**config.mk**
```make
export PLATFORM = sky130hd
export DESIGN_NAME = fbuf_pingpong_ctrl
export DESIGN_NICKNAME = d
export VERILOG_FILES = /design/src/rtl/fbuf_pingpong_ctrl.sv
export SDC_FILE = /design/constraint.sdc
export NUM_CORES = 1
export LEC_CHECK = 0
export CORE_MARGIN = 1.5
export CORE_UTILIZATION = 42
export CTS_BUF_LIST = sky130_fd_sc_hd__clkbuf_2 sky130_fd_sc_hd__clkbuf_4 sky130_fd_sc_hd__clkbuf_8
export DETAILED_ROUTE_END_ITERATION = 8
export PLACE_DENSITY = 0.84
export REMOVE_ABC_BUFFERS = 1
export SYNTH_ARGS = -nofsm -noshare
export SYNTH_HDL_FRONTEND = slang
export SYNTH_SLANG_ARGS = --single-unit
```
**constraint.sdc**
```tcl
create_clock -name clk -period 2.05 [get_ports clk]
set_clock_uncertainty 0.1 [all_clocks]
set_input_delay 0.205 -clock clk [delete_from_list [all_inputs] [get_ports clk]]
set_output_delay 0.205 -clock clk [all_outputs]
set_load 0.05 [all_outputs]
```
**src/rtl/fbuf_pingpong_ctrl.sv**
```systemverilog
// Ping-pong controller for the packed 1-bpp frame buffer: routes packer writes into one bank and reads the other bank out to UART TX.
// Optional build macro FBUF_AUTO_TX_EN: stream every completed frame automatically and ignore tx_start.
module fbuf_pingpong_ctrl #(
  parameter int DEPTH  = 5160,
  parameter int ADDR_W = $clog2(DEPTH)
) (
  input  logic              clk,
  input  logic              reset,
  input  logic              pk_we,
  input  logic [7:0]        pk_wData,
  input  logic [ADDR_W-1:0] pk_wAddr,
  input  logic              pk_frame_tick,
  output logic              mem_we,
  output logic [ADDR_W:0]   mem_wAddr,
  output logic [7:0]        mem_wData,
  output logic [ADDR_W:0]   mem_rAddr,
  input  logic [7:0]        mem_rData,
  input  logic              tx_start,
  output logic              tx_valid,
  output logic [7:0]        tx_data,
  input  logic              tx_ready,
  output logic              frame_ready,
  output logic              busy,
  output logic [7:0]        drop_cnt
);

  typedef enum logic [2:0] {
    S_IDLE    = 3'd0,
    S_RD_ADDR = 3'd1,
    S_RD_WAIT = 3'd2,
    S_RD_HOLD = 3'd3,
    S_DONE    = 3'd4
  } state_t;

  localparam logic [ADDR_W-1:0] LAST_ADDR = ADDR_W'(DEPTH - 1);

  state_t            r_state;
  state_t            w_state_nxt;
  logic              r_wr_bank;
  logic              w_wr_bank_nxt;
  logic              r_full;
  logic              w_full_nxt;
  logic              w_full_eff;
  logic [ADDR_W-1:0] r_rd_addr;
  logic [ADDR_W-1:0] w_rd_addr_nxt;
  logic              r_tx_valid;
  logic              w_tx_valid_nxt;
  logic [7:0]        r_tx_data;
  logic [7:0]        w_tx_data_nxt;
  logic [7:0]        r_drop_cnt;
  logic [7:0]        w_drop_cnt_nxt;
  logic              w_start;

`ifdef FBUF_AUTO_TX_EN
  logic w_unused_tx_start;
  assign w_unused_tx_start = tx_start;
  assign w_start           = 1'b1;
`else
  assign w_start = tx_start;
`endif

  // Read sequencer: one byte per RD_ADDR/RD_WAIT/RD_HOLD pass; DONE releases the read bank.
  always_comb begin
    w_state_nxt    = r_state;
    w_rd_addr_nxt  = r_rd_addr;
    w_tx_valid_nxt = r_tx_valid;
    w_tx_data_nxt  = r_tx_data;
    w_full_eff     = r_full;
    case (r_state)
      S_IDLE: begin
        if (r_full && w_start) begin
          w_state_nxt   = S_RD_ADDR;
          w_rd_addr_nxt = {ADDR_W{1'b0}};
        end else begin
          w_state_nxt = S_IDLE;
        end
      end
      S_RD_ADDR: begin
        w_state_nxt = S_RD_WAIT;
      end
      S_RD_WAIT: begin
        w_tx_data_nxt  = mem_rData;
        w_tx_valid_nxt = 1'b1;
        w_state_nxt    = S_RD_HOLD;
      end
      S_RD_HOLD: begin
        if (tx_ready) begin
          w_tx_valid_nxt = 1'b0;
          if (r_rd_addr == LAST_ADDR) begin
            w_state_nxt = S_DONE;
          end else begin
            w_rd_addr_nxt = r_rd_addr + ADDR_W'(1);
            w_state_nxt   = S_RD_ADDR;
          end
        end else begin
          w_state_nxt = S_RD_HOLD;
        end
      end
      S_DONE: begin
        // The clear wins over a same-cycle frame_tick, so that tick swaps instead of dropping.
        w_full_eff  = 1'b0;
        w_state_nxt = S_IDLE;
      end
      default: begin
        w_state_nxt    = S_IDLE;
        w_tx_valid_nxt = 1'b0;
      end
    endcase
  end

  // Bank swap on frame_tick, or count a dropped frame when the read bank is still occupied.
  always_comb begin
    w_wr_bank_nxt  = r_wr_bank;
    w_full_nxt     = w_full_eff;
    w_drop_cnt_nxt = r_drop_cnt;
    if (pk_frame_tick) begin
      if (w_full_eff) begin
        if (r_drop_cnt != 8'hFF) begin
          w_drop_cnt_nxt = r_drop_cnt + 8'd1;
        end else begin
          w_drop_cnt_nxt = r_drop_cnt;
        end
      end else begin
        w_wr_bank_nxt = ~r_wr_bank;
        w_full_nxt    = 1'b1;
      end
    end else begin
      w_full_nxt = w_full_eff;
    end
  end

  // State register; reset abandons any readout in flight.
  always_ff @(posedge clk or posedge reset) begin
    if (reset) begin
      r_state    <= S_IDLE;
      r_wr_bank  <= 1'b0;
      r_full     <= 1'b0;
      r_rd_addr  <= {ADDR_W{1'b0}};
      r_tx_valid <= 1'b0;
      r_tx_data  <= 8'h00;
      r_drop_cnt <= 8'h00;
    end else begin
      r_state    <= w_state_nxt;
      r_wr_bank  <= w_wr_bank_nxt;
      r_full     <= w_full_nxt;
      r_rd_addr  <= w_rd_addr_nxt;
      r_tx_valid <= w_tx_valid_nxt;
      r_tx_data  <= w_tx_data_nxt;
      r_drop_cnt <= w_drop_cnt_nxt;
    end
  end

  assign mem_we      = pk_we;
  assign mem_wAddr   = {r_wr_bank, pk_wAddr};
  assign mem_wData   = pk_wData;
  assign mem_rAddr   = {~r_wr_bank, r_rd_addr};
  assign tx_valid    = r_tx_valid;
  assign tx_data     = r_tx_data;
  assign drop_cnt    = r_drop_cnt;
  assign busy        = (r_state != S_IDLE);
  assign frame_ready = r_full && (r_state == S_IDLE);

endmodule

```
==> summary.md <==
| Metric | Value |
|---|---|
| Outcome | `finished, final reports clean` |
| Grt ovf | `0` |
| Diodes inserted | `0` |
| Setup TNS | `0 ns` |
| Ys async rst share | `1.00` |
| Crit-path max FO | `7` |
| Num CTS Buffers | `5` |
| CTS root buffer | `clkbuf_8` |
| Number of synthesized register bits | `35` |
| Detailed-route wire length | `4950 um` |
| Remaining routing DRC violations | `0` |
| Commonest non-fill, non-tap cell in the layout | `clkdlybuf4s50_1` |
| Drt first pass iters | `4` |
| Max cap viols | `0` |
| Die footprint | `5000 um^2` |
| Yosys top cell area share | `0.455` |
| Number of port buffers | `46` |
| DP HPWL | `3380 um` |
| CP required | `1.75 ns` |
| Clock transition at path regs | `about 0.080 ns` |
| Slowest CP cell | `clkdlybuf4s50_1` |
| Distinct cells, synth | `42` |
| Share of cells above drive strength 1 | `0.165` |
| Leakage power | `0.985 nW` |
| Clock Sinks | `35` |
| Min cycle time layout | `1.94 ns` |
| Worst setup EP type | `output port` |
| Post-cts sizing count | `0` |
| Most frequent cells in the layout | `44 x clkdlybuf4s50_1, 35 x dfrtp_1, 14 x a31oi_1` |
| Filler cell count | `394` |
| Max Slew Vio Count | `0` |
| CP delay by family, top | `buffers and inverters` |
| Hold WS | `0.216 ns` |
| Cell Pwr Density | `1650 nW/um^2` |
| H-tree Lvls | `2` |
| First-pass GRT wire length | `7850 um` |
| Routed met3 length | `514 um` |
| Die height | `70.7 um` |
| Met1 WL | `roughly 2100 um` |
| Nets | `255` |
| Clock tree buffer depth | `2` |
| CP cell instances | `clkdlybuf4s50_1` |
| Endpoints failing setup | `0` |
| Final Hold Vio Count | `0` |
| Synthesized instance count | `~190` |
| Top routing layer in use | `met4` |
| CORE AREA | `4380 um^2` |
| Wirelength per Cell | `18.3 um` |
| GP Congestion | `0.802` |
| Least-Margin Pin Slew | `0.513 ns` |
| Initial antenna violation count | `0` |
| Rel. slew slack | `0.657` |
| Multi-input gate area | `810 um^2` |
| Yosys synthesis warning count | `0` |
| Clock Latency Late Sink | `0.29 ns` |
| Worst Path Buf+Inv | `1` |
| VDD IR max | `612 uV` |
| Syn Area/Cell | `10.2 um^2` |
| Crit path kind | `reg -> out` |
| Critical Path AT | `1.64 ns` |
| Drt via density | `5.77` |
| Share of the yosys chip area belonging to registers | `0.455` |
| # IOs | `91` |
| Most area-consuming cells after synthesis | `dfrtp_1 45%, buf_4 9.4%, mux2_2 5.3%` |
| Startpoint types | `flop` |
| Primary FF master, synth | `dfrtp_1` |
| Number of global-route vias before repair | `1571` |
| Post-layout power | `around 4.0 mW` |
| RSZ-0062 raised after global routing | `no` |
| Slowest cell delay on critical path | `about 0.86 ns` |
| Syn Std Cell Area | `1930 um^2` |
| DR vias | `1559` |
| Starting density of the core | `0.439` |
| Routed wl met2 | `2280 um` |
| Final Cycle Share | `0.947` |
| Largest net degree at the start of global routing | `36` |
| Area grow syn2layout | `25.0%` |
| Sequential Area | `876 um^2` |
| Post-synth EDFFs | `0` |
| All-Layer GR Usage | `0.205` |
| CTS tree | `yes` |
| Die Width | `about 71 um` |
| FMAX | `515 MHz` |
| Antenna-violating nets left | `0` |
| Post-synth top area cell | `dfrtp_1` |
| DRT iter0 DRCs | `145` |
| Worst hold path type | `in -> async` |
| Number of core rows | `24` |
==> repair_timing <==
action                     CTS  global route
setup endpoints to repair    0             1
hold buffers                 0             0
hold endpoints to repair     0             0
setup buffers                0             1
==> metrics by stage <==
step                instances  area (um^2)   util  worst slack, ns
global route              270         2410  0.549           0.0413
detailed placement        262         2280  0.521            0.173
finish                    270         2410  0.549            0.108
global placement          262         2280  0.521            0.193
floorplan                 161         1730      -           0.0818
CTS                       269         2390  0.545            0.114
==> kinds of logic after synthesis <==
logic type	Yosys count	share of synthesized area
AOI/OAI and AO/OA	35	0.127
xor gates and xnor gates	8	0.0364
adders and majority gates	2	0.0130
buffers and inverters	38	0.125
DFF	35	0.455
muxes	10	0.0578
and+or+nand+nor	60	0.186
==> synthesized netlist by cell type, drive strengths merged, types with 5 or more instances <==
cell type	count
nand3	13
nand2b	5
xor2	7
dfrtp	35
a31oi	14
nor4	5
nand2	7
nor2	11
inv	11
buf	26
mux2	9
nor3	7
o21ai	8
==> metal layers <==
layer,up-vias,track usage
li1,714,-
met1,752,0.269
met2,86,0.294
met3,7,0.0897
met4,0,0.0839
met5,-,0.0404
==> registers in the layout (all words and copies together), names as in the netlist <==
signal,count
drop_cnt,8
r_rd_addr,13
tx_valid,1
r_full,1
r_wr_bank,1
tx_data,8
r_state,3
==> power by group <==
part | internal, mW | switching (mW)
Sequential | 0.930 | 0.290
Clock | 0.370 | 0.253
Combinational | 0.792 | 1.33
Total | 2.09 | 1.87
==> worst paths after layout <==
path	cells past startpoint	slack (ns)	start	endpoint
max	1	0.11	r_rd_addr[4]	mem_rAddr[4]
min	3	0.22	reset	tx_data[6]
max reg2reg	5	0.22	r_rd_addr[1]	r_rd_addr[12]
min reg2reg	1	0.40	drop_cnt[7]	drop_cnt[7]
max in group asynchronous	3	1.32	reset	r_rd_addr[8]
min in group clk	0	0.31	pk_wAddr[4]	mem_wAddr[4]
==> area by class of cell <==
class	count	area share
flip-flops and latches	35	0.364
multi-input cells	115	0.336
repair buffers	50	0.212
clock buffers	6	0.0317
well taps	52	0.0270
inverters	11	0.0171
clock inverters	1	0.0125
Power figures use the tool's default switching activity.
